<file path="src/rtl/sobel_fb_writer.sv">
// Sobel frame-buffer writer: interior pixel stream to raster BRAM writes,
// optional border fill (SOBEL_FB_BORDER_EN), then a frame_done pulse.
//
// Ports:
//   clk, rst_n          clock, async active-low reset
//   start_frame         arm for a new frame (IDLE only)
//   in_valid, in_data   interior RGB565 pixel stream
//   fb_wr_en/addr/data  BRAM write port (registered)
//   busy                not IDLE
//   frame_done          1-cycle pulse after final write
//   overrun             1-cycle pulse: pixel dropped outside STREAM
module sobel_fb_writer #(
  parameter int          WIDTH        = 320,
  parameter int          HEIGHT       = 240,
  parameter int          ADDR_W       = 17,
  parameter logic [15:0] BORDER_VALUE = 16'h0000
) (
  input  logic              clk,
  input  logic              rst_n,
  input  logic              start_frame,
  input  logic              in_valid,
  input  logic [15:0]       in_data,
  output logic              fb_wr_en,
  output logic [ADDR_W-1:0] fb_wr_addr,
  output logic [15:0]       fb_wr_data,
  output logic              busy,
  output logic              frame_done,
  output logic              overrun
);

  localparam logic [8:0] X_LAST = 9'(WIDTH - 2);
  localparam logic [8:0] Y_LAST = 9'(HEIGHT - 2);
  localparam logic [ADDR_W-1:0] W_A = ADDR_W'(WIDTH);

`ifdef SOBEL_FB_BORDER_EN
  localparam logic [8:0] X_END = 9'(WIDTH - 1);
  localparam logic [ADDR_W-1:0] R_OFS = ADDR_W'(WIDTH - 1);
  localparam logic [ADDR_W-1:0] BOT_BASE =
    ADDR_W'((HEIGHT - 1) * WIDTH);

  typedef enum logic [1:0] {
    S_IDLE, S_STREAM, S_BORDER, S_DONE
  } state_t;

  typedef enum logic [1:0] {
    P_TOP, P_BOT, P_LEFT, P_RIGHT
  } phase_t;

  phase_t            b_phase;
  logic [ADDR_W-1:0] b_addr;
  logic              b_last;
`else
  typedef enum logic [1:0] {
    S_IDLE, S_STREAM, S_DONE
  } state_t;
`endif

  state_t            state;
  state_t            state_nxt;
  logic [8:0]        x;
  logic [8:0]        y;
  logic [ADDR_W-1:0] row_base;
  logic              last_px;

  assign last_px = in_valid && (state == S_STREAM)
                && (x == X_LAST) && (y == Y_LAST);

`ifdef SOBEL_FB_BORDER_EN
  assign b_last = (state == S_BORDER) && (b_phase == P_RIGHT)
               && (y == Y_LAST);
`endif

  assign busy = (state != S_IDLE);

  always_ff @(posedge clk or negedge rst_n) begin
    if (!rst_n) state <= S_IDLE;
    else        state <= state_nxt;
  end

  always_comb begin
    state_nxt = state;
    unique case (state)
      S_IDLE:   if (start_frame) state_nxt = S_STREAM;
`ifdef SOBEL_FB_BORDER_EN
      S_STREAM: if (last_px) state_nxt = S_BORDER;
      S_BORDER: if (b_last) state_nxt = S_DONE;
`else
      S_STREAM: if (last_px) state_nxt = S_DONE;
`endif
      S_DONE:   state_nxt = S_IDLE;
      default:  state_nxt = S_IDLE;
    endcase
  end

  always_ff @(posedge clk or negedge rst_n) begin
    if (!rst_n) begin
      fb_wr_en   <= 1'b0;
      fb_wr_addr <= '0;
      fb_wr_data <= '0;
      frame_done <= 1'b0;
      overrun    <= 1'b0;
      x          <= '0;
      y          <= '0;
      row_base   <= '0;
`ifdef SOBEL_FB_BORDER_EN
      b_phase    <= P_TOP;
      b_addr     <= '0;
`endif
    end else begin
      fb_wr_en   <= 1'b0;
      overrun    <= in_valid && (state != S_STREAM);
      frame_done <= (state == S_DONE);
      unique case (state)
        S_IDLE: begin
          if (start_frame) begin
            x        <= 9'd1;
            y        <= 9'd1;
            row_base <= W_A;
          end
        end
        S_STREAM: begin
          if (in_valid) begin
            fb_wr_en   <= 1'b1;
            fb_wr_addr <= row_base + ADDR_W'(x);
            fb_wr_data <= in_data;
            if (x == X_LAST) begin
              x        <= 9'd1;
              y        <= y + 9'd1;
              row_base <= row_base + W_A;
            end else begin
              x <= x + 9'd1;
            end
          end
`ifdef SOBEL_FB_BORDER_EN
          // x walks the top/bottom rows, y the side columns.
          if (last_px) begin
            b_phase <= P_TOP;
            b_addr  <= '0;
            x       <= '0;
            y       <= 9'd1;
          end
`endif
        end
`ifdef SOBEL_FB_BORDER_EN
        S_BORDER: begin
          fb_wr_en   <= 1'b1;
          fb_wr_addr <= b_addr;
          fb_wr_data <= BORDER_VALUE;
          unique case (b_phase)
            P_TOP: begin
              if (x == X_END) begin
                b_phase <= P_BOT;
                b_addr  <= BOT_BASE;
                x       <= '0;
              end else begin
                b_addr <= b_addr + 1'b1;
                x      <= x + 9'd1;
              end
            end
            P_BOT: begin
              if (x == X_END) begin
                b_phase <= P_LEFT;
                b_addr  <= W_A;
              end else begin
                b_addr <= b_addr + 1'b1;
                x      <= x + 9'd1;
              end
            end
            P_LEFT: begin
              b_phase <= P_RIGHT;
              b_addr  <= b_addr + R_OFS;
            end
            P_RIGHT: begin
              b_phase <= P_LEFT;
              b_addr  <= b_addr + 1'b1;
              y       <= y + 9'd1;
            end
            default: b_phase <= P_TOP;
          endcase
        end
`endif
        default: ;
      endcase
    end
  end

endmodule

</file>
<file path="config.mk">
export PLATFORM = sky130hd
export DESIGN_NAME = sobel_fb_writer
export DESIGN_NICKNAME = d
export VERILOG_FILES = /design/src/rtl/sobel_fb_writer.sv
export SDC_FILE = /design/constraint.sdc
export NUM_CORES = 1
export LEC_CHECK = 0
export BUFFER_PORTS_ARGS = -buffer_cell sky130_fd_sc_hd__buf_2
export CAP_MARGIN = 20
export CELL_PAD_IN_SITES_DETAIL_PLACEMENT = 2
export CELL_PAD_IN_SITES_GLOBAL_PLACEMENT = 2
export CORE_ASPECT_RATIO = 1.75
export CORE_MARGIN = 5
export CORE_UTILIZATION = 30
export DETAILED_ROUTE_END_ITERATION = 16
export PLACE_DENSITY_LB_ADDON = 0.15
export SETUP_SLACK_MARGIN = 0.5
export SLEW_MARGIN = 0
export SYNTH_ARGS = -nofsm -noshare
export SYNTH_HDL_FRONTEND = slang
export SYNTH_SLANG_ARGS = --single-unit
</file>
<file path="constraint.sdc">
create_clock -name clk -period 2 [get_ports clk]
set_input_delay 0.2 -clock clk [delete_from_list [all_inputs] [get_ports clk]]
set_output_delay 0.2 -clock clk [all_outputs]
set_load 0.02 [all_outputs]
</file>
==> flow_summary.toml, run 1 <==
[clock_tree]
cts_tree = "built"
cts_sinks = 67
clkTransAtPathRegs_ns = 0.06
clock_path_buffers = 2
htreeDepth = 3
cts_buffers = 9
cts_root_buf = "clkbuf_16"
clock_latency_ns = 0.33

[sta]
timing.setup.tns_ns = 0
hold_viol = 0
worst_pin_slew_ns = 0.738
fin_crit_ns = 1.96
skew_ns = 0.00431
max_freq_mhz = 511
drv_slew = 0
setup_viol = 0
min_period_over_period = 0.979
max-slew-margin-rel = 0.506
rsz0062_at_grt = "true"

[critical_path]
cp_slowest_cell = "or4_1"
rr_worst_depth = 7
cp_max_fo = 12
endpoint_kind = "flip-flop"
critPathMaxStageDelay_ns = 0.49
critPathRequiredTime_ns = 2.26
critPathKind = "reg2reg"
critPathLaunchType = "flip-flop"
cp.arrival_ns = 2.22
crit_chain = "inv_2 > ha_4 > nand2_4 > o41a_1 > buf_12 > or4_1 > a21oi_2"

[floorplan]
initial_core_util = 0.305
fp.dieW_um = 88.6
io_pins = 57
die_h_um = 148
core-area_mm2 = 0.0106
floorplan.die_area_mm2 = 0.0131
rows = 50

[logic_synthesis]
synth_edf_count = 0
synthCells = 347
async_flop_share = 1.00
synth_seq_cells = 67
netlist_area_mm2 = 0.00325
syn_nets = 375
synth-main-ff-cell = "dfrtp_1"
avgSynthCellArea_um2 = 9.36
synth_area_leaders = "dfrtp_1, nand2_1, ha_1, o21ai_0, o31ai_1"
seq_area_frac_synth = 0.516
synthDistinctLibCells = 46
yosysTopAreaCellShare = 0.516
synth_top_area_cell = "dfrtp_1"
synth_warnings = 0

[global_route]
grt_pass1_wl_um = 18800
grt_pass1_vias = 3427
antenna_found_initial = 0
overflow = 0
grt_max_degree = 45
grt_usage = 0.189

[drt]
routed_wl_um = 13000
top_layer = "met4"
drtAntennaViolNets = 0
viasPerCell = 5.39
routedWlPerCell_um = 22.0
wl_met2_um = 7620
vias = 3197
route.met3.wl_um = 434
drc = 0
drt_iter0_drc = 83
first_pass_iters = 4
wl_met1_um = 4640

[outcome]
status = "finished clean"

[final_layout]
area_growth_pct = 51.2
nets = 486
antennaDiodeCount = 0
drive_gt1_frac = 0.428
fin_cells = 593
fillers = 1136

[power_and_ir_drop]
peakVddDrop_v = 0.000495
power.density_mw_per_mm2 = 827
p_leak_nw = 2.30

[min_path]
worstHoldPathCells = 3
hold_path.class = "in2reg"

[placement]
dp_hpwl_um = 7710
placedCellCount = 545
port_buffers = 56
routabilityCongestion = 0.769

[flow_run]
cap_violations = 0
-- cell type report --
class | count | area, um2 | area share
clock buffers | 12 | 267 | 0.0543
multi-input cells | 254 | 1840 | 0.374
inverters | 10 | 50.0 | 0.0102
clock inverters | 4 | 23.8 | 0.00484
repair buffers | 116 | 885 | 0.180
flip-flops and latches | 67 | 1680 | 0.343
well taps | 130 | 163 | 0.0331
-- cells in the mapped netlist, drive strengths merged (2+ instances only) --
cell / n
o22ai: 2
mux2: 2
o21ai: 18
o311ai: 2
nand2: 89
xnor2: 7
or2: 4
and3: 3
clkbuf: 11
o41ai: 3
mux2i: 3
dfrtp: 67
nor2: 22
a31oi: 8
a21o: 2
buf: 5
inv: 9
a21oi: 11
nor4: 5
ha: 8
nand4: 4
nand3: 14
o31ai: 12
or4: 9
nand2b: 2
and2: 2
or3: 6
nor3: 5
-- flip-flops by register name, indices dropped and copies added, names as in the netlist --
name and cells:
fb_wr_data 16, fb_wr_addr 17, state 2, frame_done 1, overrun 1, y 9
x 9, row_base 11, fb_wr_en 1
-- critical path: cells and delay by family (launching register included) --
kind                     cells  cell delay, ns
AO/OA/AOI/OAI                2            0.55
adder cells (fa/ha/maj)      1            0.13
flip-flops                   1            0.40
buffers and inverters        2            0.26
AND/OR/NAND/NOR              2            0.53
-- per-layer routing --
metal,global-route usage,vias up
met4,0.0499,0
met5,0,-
met1,0.199,1653
li1,-,1447
met3,0.0329,23
met2,0.369,74
-- per-stage QoR --
stage,total power [mW],hold WS (ns),utilization,setup WS (ns),instance area [um2]
floorplan,2.05,-0.0956,-,0.228,3320
global placement,2.36,0.173,0.370,0.107,3930
detailed placement,2.39,0.178,0.370,0.0357,3930
CTS,4.02,0.0592,0.429,0.133,4570
global route,4.25,0.0632,0.462,-0.0197,4910
finish,4.06,0.0628,0.462,0.0418,4910
-- power breakdown --
group	switching [mW]	internal (mW)
clock	0.616	0.937
combinational	0.523	0.361
sequential	0.116	1.51
-- path summary, 6_finish.rpt --
kind | slack (ns) | from | end
worst max register to register | 0.04 | x[0] | row_base[10]
worst max-delay path | 0.04 | x[0] | row_base[10]
min in group asynchronous | 0.36 | rst_n | fb_wr_data[11]
worst min-delay path | 0.06 | in_data[9] | fb_wr_data[9]
max in group asynchronous | 0.85 | rst_n | row_base[10]
worst min register to register | 0.47 | fb_wr_data[3] | fb_wr_data[3]
-- cell usage in the layout (no fill, tap or decap), types with 8 or more instances in the layout --
cell	instances
nand2_1	86
nand3_1	12
buf_6	15
buf_2	56
buf_4	37
dfrtp_1	61
nor2_1	19
clkbuf_16	9
inv_1	8
-- kinds of logic (layout without fill, tap and decap cells) --
logic type | Yosys count | count (layout) | synth area share
AND/OR/NAND/NOR | 168 | 168 | 0.244
buffers and inverters | 26 | 142 | 0.0354
flip-flops | 67 | 67 | 0.516
XOR/XNOR | 8 | 8 | 0.0216
adder cells (fa/ha/maj) | 8 | 8 | 0.0308
multiplexers | 5 | 5 | 0.0162
AO/OA/AOI/OAI | 65 | 65 | 0.135
-- repair_timing --
| item | 4_1_cts | 5_1_grt |
|---|---|---|
| resized for setup | 42 | 51 |
| hold endpoints to repair | 16 | 0 |
| setup endpoints to repair | 65 | 65 |
| pin swaps | 13 | 9 |
| hold buffers | 1 | 0 |
| buffers inserted | 17 | 12 |
| cloned | 2 | 0 |
(Power assumes the default switching activity.)
==> inputs of run 2 (changes only) <==
CELL_PAD_IN_SITES_DETAIL_PLACEMENT = default   (was 2)
CELL_PAD_IN_SITES_GLOBAL_PLACEMENT = default   (was 2)
==> run 2 against run 1 <==
Sequential power hardly changed. Cell count is 1.0% lower. First-iteration DRC count is 35% lower. Cell area is 2.8% lower. Clock power hardly changed. Via count is 8.9% lower.
==> flow_summary.toml, run 2 (synthesis results as in run 1) <==
[final_layout]
drive_gt1_frac = 0.409
nets = 481
fillers = 1061
final_cell_mix = "nand2_1, dfrtp_1, buf_2"
layout.cells.most_common = "nand2_1"
top_register = "fb_wr_addr"
largestRegisters = "fb_wr_addr x17, fb_wr_data x16, row_base x11"
largest_register_ff_count = 17
area_growth_pct = 47.0
fin_cells = 587
antennaDiodeCount = 0

[sta]
setup_viol = 0
worst_pin_slew_ns = 0.444
hold_viol = 0
drv_slew = 0
rsz0062_at_grt = "true"
max_freq_mhz = 531
timing.setup.tns_ns = 0
fin_crit_ns = 1.88
min_period_over_period = 0.942
fin_ws_ns = 0.116
skew_ns = 0.00387
max-slew-margin-rel = 0.695

[clock_tree]
clkTransAtPathRegs_ns = 0.05
cts_buffers = 9
cts_tree = "built"
clock_path_buffers = 2
cts_root_buf = "clkbuf_16"
htreeDepth = 3
clock_latency_ns = 0.33
cts_sinks = 67

[critical_path]
cp_max_fo = 4
cp.arrival_ns = 2.10
crit_family = "compound AO/OA/AOI/OAI gates"
cp_slowest_cell = "o41a_1"
critPathRequiredTime_ns = 2.22
critPathBufInv = 3
critPathKind = "reg2reg"
endpoint_kind = "flip-flop"
crit_chain = "inv_2 > ha_4 > nand2_4 > o41a_1 > buf_4 > buf_6 > a211o_1 > a22o_1"
critPathLaunchType = "flip-flop"
critPathMaxStageDelay_ns = 0.40
reg2reg_slack_ns = 0.12

[drt]
drtAntennaViolNets = 0
routed_wl_um = 9100
wl_met2_um = 5190
viasPerCell = 4.96
vias = 2911
route.met3.wl_um = 328
drt_iter0_drc = 54
drc = 0
first_pass_iters = 4
top_layer = "met4"
routedWlPerCell_um = 15.5
wl_met1_um = 3380

[placement]
routabilityCongestion = 0.801
port_buffers = 56
dp_hpwl_um = 6490
dp_slack_ns = -0.0328
placedCellCount = 548

[floorplan]
rows = 50
die_h_um = 148
core-area_mm2 = 0.0106
io_pins = 57
initial_core_util = 0.305
floorplan.die_area_mm2 = 0.0131
fp.dieW_um = 88.6

[power_and_ir_drop]
power.internal_mw = 2.87
peakVddDrop_v = 0.000439
p_sw_mw = 1.11
seq_power_share = 0.409
power.density_mw_per_mm2 = 832
swShare = 0.278
p_comb_frac = 0.198
p_leak_nw = 2.23
clkPwrFrac = 0.393

[global_route]
grt_usage = 0.146
antenna_found_initial = 0
grt_pass1_wl_um = 14700
overflow = 0
grt_pass1_vias = 3073
grt_max_degree = 44

[outcome]
status = "finished clean"

[min_path]
hold_path.class = "in2reg"

[flow_run]
cap_violations = 0
==> run 2: cell types whose count changed in the layout (fill, tap and decap cells not counted), moves of 3 or more <==
cell,delta
nor2_2,+3
a21oi_1,+3
nor2_1,-4
buf_12,-4
==> run 2: final timing paths <==
kind                               startpoint  cells after the start       endpoint
worst max-delay path                     x[0]                      8           y[5]
worst max register to register           x[0]                      8           y[5]
max in group asynchronous               rst_n                      3           x[5]
min in group asynchronous               rst_n                      3           y[8]
worst min register to register  fb_wr_data[3]                      2  fb_wr_data[3]
worst min-delay path               in_data[7]                      3  fb_wr_data[7]
==> run 2: per-stage QoR <==
stage | hold WS (ns) | power [mW] | cell area, um2 | util
after floorplan | -0.0956 | 2.05 | 3320 | -
after global placement | 0.224 | 2.36 | 3930 | 0.370
after detailed placement | 0.228 | 2.36 | 3930 | 0.370
after CTS | 0.0525 | 4.00 | 4510 | 0.424
after global routing | 0.0606 | 4.17 | 4770 | 0.449
final | 0.0610 | 3.97 | 4770 | 0.449
==> run 2: power by group through the flow <==
stage                     Clock, mW  Sequential (mW)  Combinational (mW)
final                          1.56             1.63               0.785
after global routing           1.66             1.65               0.866
after CTS                      1.61             1.63               0.759
after detailed placement          0             1.66               0.706
after global placement            0             1.66               0.699
after floorplan                   0             1.77               0.279
==> run 2: final cells by class <==
cell class                 instances  area, um2  share of cell area
multi-input combinational        254       1800               0.378
sequential                        67       1690               0.353
timing repair buffer             111        785               0.164
clock buffer                      13        260              0.0545
tap                              130        163              0.0341
inverter                          10       42.5             0.00891
clock inverter                     2       35.0             0.00734
==> run 2: repair_timing <==
item | 4_1_cts | 5_1_grt
hold buffers | 1 | 0
setup endpoints to repair | 64 | 64
resized for setup | 36 | 46
pin swaps | 17 | 15
hold endpoints to repair | 67 | 0
buffers inserted | 17 | 6
==> run 2: per-layer routing <==
layer | GRT usage | vias up
li1 | - | 1433
met1 | 0.151 | 1416
met2 | 0.270 | 46
met3 | 0.0340 | 16
met4 | 0.0598 | 0
met5 | 0 | -
==> run 2: worst register-to-register path, stage by stage (launching register included) <==
cell and delay [ns]:
dfrtp_1 0.38, inv_2 0.08, ha_4 0.13, nand2_4 0.04, o41a_1 0.40, buf_4 0.18, buf_6 0.12, a211o_1 0.23
a22o_1 0.20
